File: src/rtl/uart_cmd_parser.sv
// Framed command parser behind a UART receiver: sync, cmd, len, payload, xor.
// Verified commands are held on a valid/ack port; framing faults pulse o_err.
module uart_cmd_parser #(
  parameter int unsigned MAX_PAYLOAD  = 8,
  parameter logic [7:0]  SYNC_BYTE    = 8'hA5,
  parameter int unsigned TIMEOUT_CLKS = 8680
) (
  input  logic                     clk,
  input  logic                     rst,
  input  logic                     i_rx_dv,
  input  logic [7:0]               i_rx_byte,
  input  logic                     i_cmd_ack,
  output logic                     o_cmd_valid,
  output logic [7:0]               o_cmd,
  output logic [3:0]               o_len,
  output logic [MAX_PAYLOAD*8-1:0] o_payload,
  output logic                     o_err,
  output logic [1:0]               o_err_code
);

  localparam int unsigned PW = MAX_PAYLOAD * 8;
  localparam int unsigned CW = $clog2(TIMEOUT_CLKS);
  localparam logic [CW-1:0] TO_LAST = CW'(TIMEOUT_CLKS - 2);
  localparam logic [7:0] MAX_LEN = 8'(MAX_PAYLOAD);

  typedef enum logic [2:0] {
    S_IDLE, S_CMD, S_LEN, S_PAYLOAD, S_CHK
  } state_t;

  state_t          state_q, state_d;
  logic [7:0]      wcmd_q, wcmd_d;
  logic [3:0]      wlen_q, wlen_d;
  logic [3:0]      idx_q, idx_d;
  logic [7:0]      chk_q, chk_d;
  logic [PW-1:0]   buf_q, buf_d;
  logic [CW-1:0]   cnt_q, cnt_d;
  logic            valid_q, valid_d;
  logic [7:0]      cmd_q, cmd_d;
  logic [3:0]      len_q, len_d;
  logic [PW-1:0]   pay_q, pay_d;
  logic            err_q, err_d;
  logic [1:0]      code_q, code_d;

  always_comb begin
    state_d = state_q;
    wcmd_d  = wcmd_q;
    wlen_d  = wlen_q;
    idx_d   = idx_q;
    chk_d   = chk_q;
    buf_d   = buf_q;
    cnt_d   = cnt_q;
    valid_d = valid_q & ~i_cmd_ack;
    cmd_d   = cmd_q;
    len_d   = len_q;
    pay_d   = pay_q;
    err_d   = 1'b0;
    code_d  = code_q;
    if (i_rx_dv) begin
      cnt_d = '0;
      unique case (state_q)
        S_IDLE: begin
          if (i_rx_byte == SYNC_BYTE) state_d = S_CMD;
        end
        S_CMD: begin
          wcmd_d  = i_rx_byte;
          chk_d   = i_rx_byte;
          state_d = S_LEN;
        end
        S_LEN: begin
          if (i_rx_byte > MAX_LEN) begin
            err_d   = 1'b1;
            code_d  = 2'b01;
            state_d = S_IDLE;
          end else begin
            wlen_d  = i_rx_byte[3:0];
            chk_d   = chk_q ^ i_rx_byte;
            idx_d   = '0;
            state_d = (i_rx_byte == 8'h00) ? S_CHK : S_PAYLOAD;
          end
        end
        S_PAYLOAD: begin
          buf_d[{idx_q, 3'b000} +: 8] = i_rx_byte;
          chk_d = chk_q ^ i_rx_byte;
          if (idx_q == wlen_q - 4'd1) state_d = S_CHK;
          else idx_d = idx_q + 4'd1;
        end
        S_CHK: begin
          state_d = S_IDLE;
          if (i_rx_byte != chk_q) begin
            err_d  = 1'b1;
            code_d = 2'b10;
          end else if (!valid_q || i_cmd_ack) begin
            valid_d = 1'b1;
            cmd_d   = wcmd_q;
            len_d   = wlen_q;
            for (int k = 0; k < int'(MAX_PAYLOAD); k++)
              pay_d[8*k +: 8] = (k < int'(wlen_q)) ? buf_q[8*k +: 8] : 8'h00;
          end else begin
            // consumer still holds the previous command: drop this one
            err_d  = 1'b1;
            code_d = 2'b00;
          end
        end
        default: state_d = S_IDLE;
      endcase
    end else if (state_q != S_IDLE) begin
      if (cnt_q == TO_LAST) begin
        err_d   = 1'b1;
        code_d  = 2'b11;
        state_d = S_IDLE;
        cnt_d   = '0;
      end else begin
        cnt_d = cnt_q + 1'b1;
      end
    end
  end

  always_ff @(posedge clk) begin
    if (rst) begin
      state_q <= S_IDLE;
      wcmd_q  <= '0;
      wlen_q  <= '0;
      idx_q   <= '0;
      chk_q   <= '0;
      buf_q   <= '0;
      cnt_q   <= '0;
      valid_q <= 1'b0;
      cmd_q   <= '0;
      len_q   <= '0;
      pay_q   <= '0;
      err_q   <= 1'b0;
      code_q  <= '0;
    end else begin
      state_q <= state_d;
      wcmd_q  <= wcmd_d;
      wlen_q  <= wlen_d;
      idx_q   <= idx_d;
      chk_q   <= chk_d;
      buf_q   <= buf_d;
      cnt_q   <= cnt_d;
      valid_q <= valid_d;
      cmd_q   <= cmd_d;
      len_q   <= len_d;
      pay_q   <= pay_d;
      err_q   <= err_d;
      code_q  <= code_d;
    end
  end

  assign o_cmd_valid = valid_q;
  assign o_cmd       = cmd_q;
  assign o_len       = len_q;
  assign o_payload   = pay_q;
  assign o_err       = err_q;
  assign o_err_code  = code_q;

endmodule

File: config.mk
export PLATFORM = sky130hd
export DESIGN_NAME = uart_cmd_parser
export DESIGN_NICKNAME = d
export VERILOG_FILES = /design/src/rtl/uart_cmd_parser.sv
export SDC_FILE = /design/constraint.sdc
export NUM_CORES = 1
export LEC_CHECK = 0
export BUFFER_PORTS_ARGS = -buffer_cell sky130_fd_sc_hd__buf_2
export CAP_MARGIN = 15
export CELL_PAD_IN_SITES_DETAIL_PLACEMENT = 1
export CELL_PAD_IN_SITES_GLOBAL_PLACEMENT = 1
export CORE_UTILIZATION = 49
export CTS_BUF_LIST = sky130_fd_sc_hd__clkbuf_4
export DETAILED_ROUTE_END_ITERATION = 12
export PLACE_DENSITY_LB_ADDON = 0.25
export SYNTH_ARGS = -nofsm -noshare
export SYNTH_HDL_FRONTEND = slang
export SYNTH_SLANG_ARGS = --single-unit
export TNS_END_PERCENT = 100
File: constraint.sdc
create_clock -name clk -period 4.1 [get_ports clk]
set_input_delay 0.41 -clock clk [delete_from_list [all_inputs] [get_ports clk]]
set_output_delay 0.41 -clock clk [all_outputs]
set_load 0.01 [all_outputs]
==> out/summary.txt, run 1 <==
outcome - completed
max_slew headroom - 27.5%
H-Tree Depth - 4
R2R Setup Slk - 1240 ps
syn_area_per_cell - 8.30 um^2
drt first pass iters - 5
Ys Warns - 0
grt total ovfl - 0
min cycle time layout - 2860 ps
first-pass GRT wire length - 33900 um
critical path peak fanout - 14
Final GP Congestion - 0.818
total wire length - 20700 um
routed vias - 6730
Port-buffer cells - 91
post-synth top area share - 48.2%
top_reg_cell synth - dfxtp_1
# rows - 45
peak supply drop - 0.000165 V
RSZ-0062 raised after global routing - false
critical path cell sequence - inv_1 > ha_1 > nor2b_1 > or4_1 > nor3_4 > mux2i_1 > nor2_1
CTS buffer count - 17
Final Util - 55.7%
number of distinct library cells after synthesis - 51
Die X-Extent - 127 um
Pwr per Cell Area - 356 nW/um^2
Area after DPL - 8190 um^2
Post-Synthesis Cell Area - 7680 um^2
die area - 16200 um^2
most frequent cells after synthesis - dfxtp_1 (185), nand2_1 (156), nand3_1 (106), a21oi_1 (105), clkbuf_1 (54)
Pins Over Slew Limit - 0
DR iter-0 viols - 507
top-count cell post-synth - dfxtp_1
worst-skew pair later-pin latency - 580 ps
Avg WL per Cell - 17.3 um
pin count of the biggest net entering global routing - 75
HP Class - in -> reg
Final period util - 69.7%
Hold Crit Depth - 2
Worst Reg-to-Reg Cells - 7
post-CTS repair timing setup buffer count - 0
Slowest-stage cell, CP - dfxtp_1
worst hold slack - 229 ps
Synth area leader - dfxtp_1
DR DRC count - 0
vias in the first global route - 6539
ys async rst share - 0%
Syn Nets - 945
Synth area leaders - dfxtp_1 (48%), nand2_1 (7.6%), nand3_1 (6.9%)
Hold Buf Count CTS - 0
FF+latch count, synth - 185
largest stage delay on the critical path - 630 ps
Vias per Instance - 5.62
Gate Count Post-Synth - 925
setup TNS - 0 ps
post-route cell area - 8500 um^2
nets - 993
final setup fails - 0
Static Leak - 3.19 nW
GRT Util Overall - 26.5%
clk root buf - clkbuf_4
Slew @ Worst Pin - 1080 ps
CTS tree - built
DP HPWL - 13800 um
Post-synth EDFFs - 0
clock slew at reported path FFs - 150 ps
WP depth - 7
max_cap viols - 0
post-route ant nets - 0
crit path DAT - 3320 ps
clk sinks - 185
data required time of the worst path - 4560 ps
CP startpoint kind - flip-flop
post-CTS sizing - 0
initial antenna violation count - 1
endpoints failing hold - 0
family with the most delay on the worst path - simple AND/OR/NAND/NOR gates
CP Class - reg -> reg
Fmax - 0.350 GHz
Critical path buffers and inverters - 1
Seq/Total Area, Yosys - 48.2%
Layout area overhead - 10.7%
layout cell share with drive strength beyond 1 - 14.2%
Max Root-Sink Buffers - 2
Initial Util - 50.3%
power after layout - 3.03 mW
Core Region - 15300 um^2
number of I/O pins - 92
Die Height - 127 um
critical path endpoint category - flip-flop
clk_skew - 12.5 ps
==> cells by family after synthesis <==
logic type	share of synthesized area (%)
adder cells (fa/ha/maj)	1.30
AO/OA/AOI/OAI	13.1
multiplexers	3.14
buffers and inverters	4.33
flip-flops	48.2
XOR/XNOR	3.08
AND/OR/NAND/NOR	26.8
==> stage by stage <==
step	worst slack, ps	std cells
after detailed placement	1060	1165
final	1240	1197
after global placement	1130	1165
after global routing	1060	1197
after floorplan	1750	925
after CTS	1250	1196
==> worst paths after layout <==
kind / end / from
max: buf_q[24]$_SDFFE_PP0P_ / idx_q[0]$_SDFFE_PP0P_
min: buf_q[46]$_SDFFE_PP0P_ / rst
max reg2reg: buf_q[24]$_SDFFE_PP0P_ / idx_q[0]$_SDFFE_PP0P_
min reg2reg: o_payload[56]$_SDFFE_PP0P_ / o_payload[56]$_SDFFE_PP0P_
==> registers in the layout, indices dropped and copies added (netlist names), 4 cells and up <==
name and count:
buf_q 64, chk_q 8, cnt_q 14, idx_q 4
o_cmd 8, o_len 4, o_payload 64, wcmd_q 8
wlen_q 4
==> final cells by class <==
class / count / area (um^2)
clock buffer: 18 / 135
antenna: 1 / 2.50
clock inverter: 13 / 176
multi-input combinational: 661 / 3640
sequential: 185 / 3700
timing repair buffer: 99 / 543
fill: 1907 / 6760
tap: 211 / 264
inverter: 9 / 33.8
==> cells in the final DEF (no fill, tap or decap), drive strengths merged, types with 3 or more instances in the layout <==
master	count
dfxtp	185
nand2	156
nand3	106
a21oi	105
buf	99
nor2	53
o21ai	41
nand3b	30
mux2i	23
clkbuf	18
xor2	16
nand2b	13
nor3	13
xnor2	11
inv	10
a31oi	9
ha	8
o31ai	8
and2	7
nor2b	6
nor4	6
or4	6
and3	5
a21o	5
clkinv	5
nand4	4
bufinv	4
or2	4
or3	3
a211oi	3
a22o	3
clkinvlp	3
==> routing by layer <==
metal / vias to the layer above / share of wire (%) / track usage (%)
met1: 3258 / 47 / 34.9
li1: 3279 / - / -
met3: 41 / 3.9 / 5.07
met2: 152 / 47 / 43.7
met5: - / 0 / 0
met4: 0 / 2.2 / 9.38
==> power breakdown <==
part           internal, mW  switching (mW)
logic                0.0316          0.0810
clock network         0.483           0.617
registers              1.81          0.0114
total                  2.32           0.709
Note: power is estimated with default switching activity, not from simulation.
==> inputs of run 2 (changes only) <==
- CORE_UTILIZATION: 49 -> 41
- clock period: 4.1 -> 2.5 ns (I/O delays scaled with it)
==> out/summary.txt, run 2 (synthesis gave the netlist of run 1 again) <==
outcome - completed
clk_skew - 16.2 ps (+3.69 ps)
Fmax - 0.435 GHz (+24%)
clock slew at reported path FFs - 150 ps (about the same)
total wire length - 21100 um (+1.9%)
endpoints failing hold - 0 (unchanged)
most common cell after layout, fill and taps aside - dfxtp_1
peak supply drop - 0.000300 V (+82%)
HP Class - in -> reg
crit path DAT - 2780 ps (-540 ps)
CTS tree - built
GRT Util Overall - 22.8% (-3.7 points)
vias in the first global route - 6618 (+1.2%)
critical path cell sequence - inv_1 > ha_1 > nor2b_1 > or4_1 > or2_1 > mux2i_1 > nor2_1
Layout area overhead - 14.0%
pin count of the biggest net entering global routing - 65 (-13%)
nets - 1020 (+2.7%)
DR DRC count - 0 (unchanged)
Pwr per Cell Area - 574 nW/um^2 (+61%)
Critical path buffers and inverters - 1 (unchanged)
first-pass GRT wire length - 35200 um (+3.7%)
RSZ-0062 raised after global routing - false
die area - 19300 um^2 (+19%)
most frequent cells in the layout - dfxtp_1 (185), nand2_1 (156), nand3_1 (106)
post-CTS repair timing setup buffer count - 0 (unchanged)
Max Root-Sink Buffers - 2 (unchanged)
Hold Crit Depth - 3 (+1)
pre-CTS setup slack - 0.699 ps (-1060 ps)
critical path endpoint category - flip-flop
initial antenna violation count - 1 (unchanged)
R2R Setup Slk - 200 ps (-1040 ps)
Die X-Extent - 139 um (+9.2%)
max_cap viols - 0 (unchanged)
H-Tree Depth - 4 (unchanged)
setup TNS - 0 ps (unchanged)
DR iter-0 viols - 390 (-23%)
Vias per Instance - 5.42 (-3.7%)
worst-skew pair later-pin latency - 590 ps (about the same)
Worst Reg-to-Reg Cells - 7 (unchanged)
Initial Util - 42.3% (-8.0 points)
final worst slack - 204 ps (-1040 ps)
CP startpoint kind - flip-flop
DP HPWL - 14400 um (+4.4%)
Slowest-stage cell, CP - dfxtp_1
Pins Over Slew Limit - 0 (unchanged)
Final GP Congestion - 0.854 (+4.4%)
fillers - 2242 (+18%)
data required time of the worst path - 2980 ps (-1580 ps)
Static Leak - 3.33 nW (+4.5%)
CP Class - reg -> reg
number of I/O pins - 92 (unchanged)
Avg WL per Cell - 17.0 um (-1.7%)
WP depth - 7 (unchanged)
clk sinks - 185 (unchanged)
drt first pass iters - 6 (+1)
Port-buffer cells - 91 (unchanged)
area occupied by registers - 3700 um^2 (unchanged)
largest stage delay on the critical path - 480 ps (-150 ps)
min cycle time layout - 2300 ps (-560 ps)
max_slew headroom - 47.1% (+20 points)
grt total ovfl - 0 (unchanged)
layout cell share with drive strength beyond 1 - 16.5% (+2.3 points)
CTS buffer count - 17 (unchanged)
Die Height - 139 um (+9.2%)
critical path peak fanout - 12 (-2)
# rows - 49 (+8.9%)
Final period util - 91.9% (+22 points)
Core Region - 18100 um^2 (+19%)
clk root buf - clkbuf_4
Slew @ Worst Pin - 790 ps (-288 ps)
post-route ant nets - 0 (unchanged)
family with the most delay on the worst path - simple AND/OR/NAND/NOR gates
final setup fails - 0 (unchanged)
routed vias - 6728 (-0.030%)
multi-input logic area - 3660 um^2 (+0.34%)
==> run 2: cell count changes in the layout (fill, tap and decap cells not counted), sizes merged <==
cell	delta
clkbuf	+1
dlygate4sd3	+4
clkinvlp	-3
clkinv	+2
buf	+23
==> run 2: final timing paths <==
path,start,end
setup / recovery,idx_q[1]$_SDFFE_PP0P_,buf_q[8]$_SDFFE_PP0P_
setup reg to reg,idx_q[1]$_SDFFE_PP0P_,buf_q[8]$_SDFFE_PP0P_
hold reg to reg,o_payload[16]$_SDFFE_PP0P_,o_payload[16]$_SDFFE_PP0P_
hold / removal,i_cmd_ack,o_cmd_valid$_SDFF_PP0_
==> run 2: power by group <==
| group | switching [mW] | internal (mW) |
|---|---|---|
| clock | 1.03 | 0.810 |
| combinational | 0.144 | 0.0682 |
| sequential | 0.0158 | 2.96 |
| total | 1.19 | 3.84 |
==> run 2: repair_timing <==
item                                    4_1_cts  5_1_grt
endpoints found under the setup margin        0       59
hold endpoints to repair                      7        0
hold buffers                                  4        0
resized for setup                             0        2
==> run 2: worst reg2reg max path: stages (launching register included) <==
cell and delay, ps:
dfxtp_1 480, inv_1 120, ha_1 260, nor2b_1 170, or4_1 480, or2_1 420, mux2i_1 210, nor2_1 60
==> run 2: per-stage QoR <==
stage	util, %	hold WS (ps)	total power [mW]	instance area, um^2	std cells
after floorplan	-	432	3.16	7680	925
after global placement	46.2	436	3.24	8380	1206
after detailed placement	46.2	442	3.24	8380	1206
after CTS	48.2	21.2	5.08	8740	1241
after global routing	48.2	51.2	5.21	8760	1242
final	48.2	67.7	5.03	8760	1242
==> run 2: layout make-up <==
| class | count | share of cell area (%) |
|---|---|---|
| Antenna cell | 1 | 0.0286 |
| Multi-Input combinational cell | 661 | 41.8 |
| Sequential cell | 185 | 42.3 |
| Timing Repair Buffer | 126 | 8.63 |
| Clock buffer | 19 | 1.63 |
| Inverter | 9 | 0.386 |
| Clock inverter | 12 | 1.99 |
| Tap cell | 229 | 3.27 |
==> run 2: metal layers <==
metal	track usage, %	part of all wire (%)	vias to the layer above	wire (um)
met5	0	0	-	0
met4	6.84	1.1	0	230
met3	3.49	3.2	20	677
met2	37.3	46	115	9640
met1	31.1	50	3259	10600
li1	-	-	3334	-
==> inputs of run 3 (changes only) <==
- ABC_AREA: default -> 1
- CORE_UTILIZATION: 41 -> 40
==> out/summary.txt, run 3 <==
Ys Warns - 0 (unchanged)
# rows - 49 (unchanged)
first-pass GRT wire length - 34500 um (-1.8%)
peak supply drop - 0.000259 V (-14%)
hold path start - i_rx_byte[1]
post-route ant nets - 0 (unchanged)
switching power - 2.12 mW (+79%)
Slowest-stage cell, CP - dfxtp_1
max_slew headroom - 49.5% (+2.5 points)
Clock Power Share - 26.8% (-9.8 points)
Final GP Congestion - 0.866 (+1.4%)
Seq/Total Area, Yosys - 49.0% (+0.77 points)
Fmax - 0.457 GHz (+5.0%)
Synth area leaders - dfxtp_1 (49%), a21oi_1 (9.5%), nor2_1 (9.1%)
CTS buffer count - 17 (unchanged)
Hold Crit Depth - 3 (unchanged)
largest stage delay on the critical path - 450 ps (-30 ps)
Gate Count Post-Synth - 1008 (+9.0%)
worst-skew pair later-pin latency - 590 ps (about the same)
GRT Util Overall - 22.5% (-0.29 points)
total wire length - 21300 um (+0.87%)
Die Height - 139 um (+0.44%)
CP Class - reg -> reg
Pwr per Cell Area - 727 nW/um^2 (+27%)
Final Util - 46.8% (-1.4 points)
Static Leak - 3.65 nW (+9.6%)
data required time of the worst path - 2990 ps (about the same)
DR DRC count - 0 (unchanged)
clk sinks - 185 (unchanged)
Slew @ Worst Pin - 752 ps (-38.1 ps)
endpoints failing hold - 0 (unchanged)
HP Class - in -> reg
pin count of the biggest net entering global routing - 57 (-12%)
Port-buffer cells - 91 (unchanged)
grt total ovfl - 0 (unchanged)
most frequent cells in the layout - dfxtp_1 (185), nor2_1 (184), a21oi_1 (143)
routed vias - 6900 (+2.6%)
Pins Over Slew Limit - 0 (unchanged)
initial antenna violation count - 0 (-1)
switch share - 34.2% (+11 points)
most common cell after layout, fill and taps aside - dfxtp_1
number of distinct library cells after synthesis - 29 (-43%)
Worst Reg-to-Reg Cells - 9 (+2)
xor-xnor portion of the synthesized cell area - 0.927% (-2.2 points)
number of I/O pins - 92 (unchanged)
vias in the first global route - 6598 (-0.30%)
post-CTS repair timing setup buffer count - 0 (unchanged)
CTS tree - built
die area - 19500 um^2 (+0.87%)
power after layout - 6.22 mW (+24%)
post-CTS sizing - 0 (unchanged)
Hold Buf Count CTS - 4 (unchanged)
DP HPWL - 15400 um (+6.8%)
DR iter-0 viols - 373 (-4.4%)
Initial Util - 41.4% (-0.95 points)
worst hold slack - 52.2 ps (-15.4 ps)
Logic pwr share - 21.5% (+17 points)
reg2reg end - buf_q[19]$_SDFFE_PP0P_
# placed instances - 1299 (+7.7%)
Layout area overhead - 13.1%
Post-synth EDFFs - 0 (unchanged)
Vias per Instance - 5.17 (-4.5%)
drt first pass iters - 4 (-2)
clk_skew - 20.5 ps (+4.27 ps)
Avg WL per Cell - 16.0 um (-6.1%)
number of diodes - 0 (-1)
critical path cell sequence - nand2_1 > nor2_2 > nand2_1 > nor2_4 > nand2_2 > nor2_2 > inv_1 > nor2_1 > nor2_1
syn_area_per_cell - 7.50 um^2 (-9.7%)
r2r startpoint - state_q[1]$_SDFFE_PP0P_
post-route cell area - 8550 um^2 (-2.3%)
synthesized-area fraction occupied by adder cells - 1.32% (+0.021 points)
Core Region - 18300 um^2 (+0.68%)
most frequent cells after synthesis - dfxtp_1 (185), nor2_1 (184), a21oi_1 (143), nand2_1 (119), o21ai_0 (98)
max_cap viols - 0 (unchanged)
simple-gate area share of the yosys netlist - 23.5% (-3.2 points)
critical path peak fanout - 13 (+1)
Syn Nets - 1028 (+8.8%)
Hold Path Sink - chk_q[1]$_SDFFE_PP0P_
Final period util - 87.5% (-4.4 points)
post-synth top area share - 49.0% (+0.77 points)
layout cell share with drive strength beyond 1 - 15.1% (-1.4 points)
ys async rst share - 0% (unchanged)
clock slew at reported path FFs - 150 ps (about the same)
compound-cell area share of the yosys netlist - 18.0% (+4.8 points)
final setup fails - 0 (unchanged)
CP startpoint kind - flip-flop
Pint - 4.09 mW (+6.6%)
main combinational cell family by area after synthesis - simple AND/OR/NAND/NOR gates
post-synthesis mux area share - 0% (-3.1 points)
Area after DPL - 8240 um^2 (-1.8%)
Flop pwr share - 51.7% (-7.5 points)
RSZ-0062 raised after global routing - false
final worst slack - 314 ps (+110 ps)
min cycle time layout - 2190 ps (-110 ps)
outcome - completed
setup TNS - 0 ps (unchanged)
Synth area leader - dfxtp_1
Max Root-Sink Buffers - 2 (unchanged)
critical path endpoint category - flip-flop
pre-CTS setup slack - 373 ps (+373 ps)
H-Tree Depth - 4 (unchanged)
Die X-Extent - 139 um (+0.44%)
Non-Filler Instances - 1334 (+7.4%)
Post-Synthesis Cell Area - 7560 um^2 (-1.6%)
nets - 1113 (+9.1%)
crit path DAT - 2670 ps (-110 ps)
FF+latch count, synth - 185 (unchanged)
clk root buf - clkbuf_4
top-count cell post-synth - dfxtp_1
R2R Setup Slk - 310 ps (+110 ps)
top_reg_cell synth - dfxtp_1
==> run 3: cell count changes in the layout (fill, tap and decap cells not counted), sizes merged, moves of 13 or more <==
cell    delta
buf       -13
nand3b    -30
nand2     -34
nand2b    -13
inv       +81
nand3     -90
mux2i     -23
nor3      +49
o21ai     +64
xor2      -13
a21oi     +38
nor2     +144
==> run 3: worst max-delay path: cells and delay by family (launching register included) <==
kind,cells,cell delay [ps]
AND/OR/NAND/NOR,8,1480
flip-flops,1,450
buffers and inverters,1,160
==> run 3: worst max path at each step <==
stage	start	end	slack [ps]	cells after the start
2_1_floorplan	idx_q[0]$_SDFFE_PP0P_	buf_q[21]$_SDFFE_PP0P_	680	13
3_3_place_gp	state_q[1]$_SDFFE_PP0P_	buf_q[19]$_SDFFE_PP0P_	430	9
3_5_place_dp	idx_q[1]$_SDFFE_PP0P_	buf_q[19]$_SDFFE_PP0P_	370	12
4_1_cts	state_q[2]$_SDFFE_PP0P_	buf_q[19]$_SDFFE_PP0P_	350	10
5_1_grt	state_q[1]$_SDFFE_PP0P_	buf_q[19]$_SDFFE_PP0P_	100	9
6_report	state_q[1]$_SDFFE_PP0P_	buf_q[19]$_SDFFE_PP0P_	310	9
==> run 3: cells by family after synthesis <==
| kind of cell | Yosys count |
|---|---|
| fa+ha+maj | 8 |
| xor+xnor | 8 |
| buf+inv | 134 |
| simple gates | 412 |
| compound gates | 261 |
| flops | 185 |
==> run 3: cell type report <==
class	instances	area (um^2)
inverters	87	327
repair buffers	113	643
fillers	2356	9720
multi-input cells	689	3320
clock inverters	14	148
flip-flops and latches	185	3700
well taps	229	287
clock buffers	17	128
==> run 3: layer usage <==
metal	wire length, um	vias to the layer above	track usage [%]
li1	-	3476	-
met1	10100	3276	29.5
met2	9880	116	37.2
met3	839	32	3.61
met4	476	0	8.89
met5	0	-	0
==> run 3: power by group through the flow <==
stage | clock network [mW] | logic (mW) | registers, mW
after floorplan | 0 | 0.942 | 3.26
after global placement | 0 | 1.30 | 3.28
final | 1.66 | 1.34 | 3.22
after CTS | 1.72 | 1.34 | 3.21
after detailed placement | 0 | 1.32 | 3.28
after global routing | 1.82 | 1.51 | 3.24
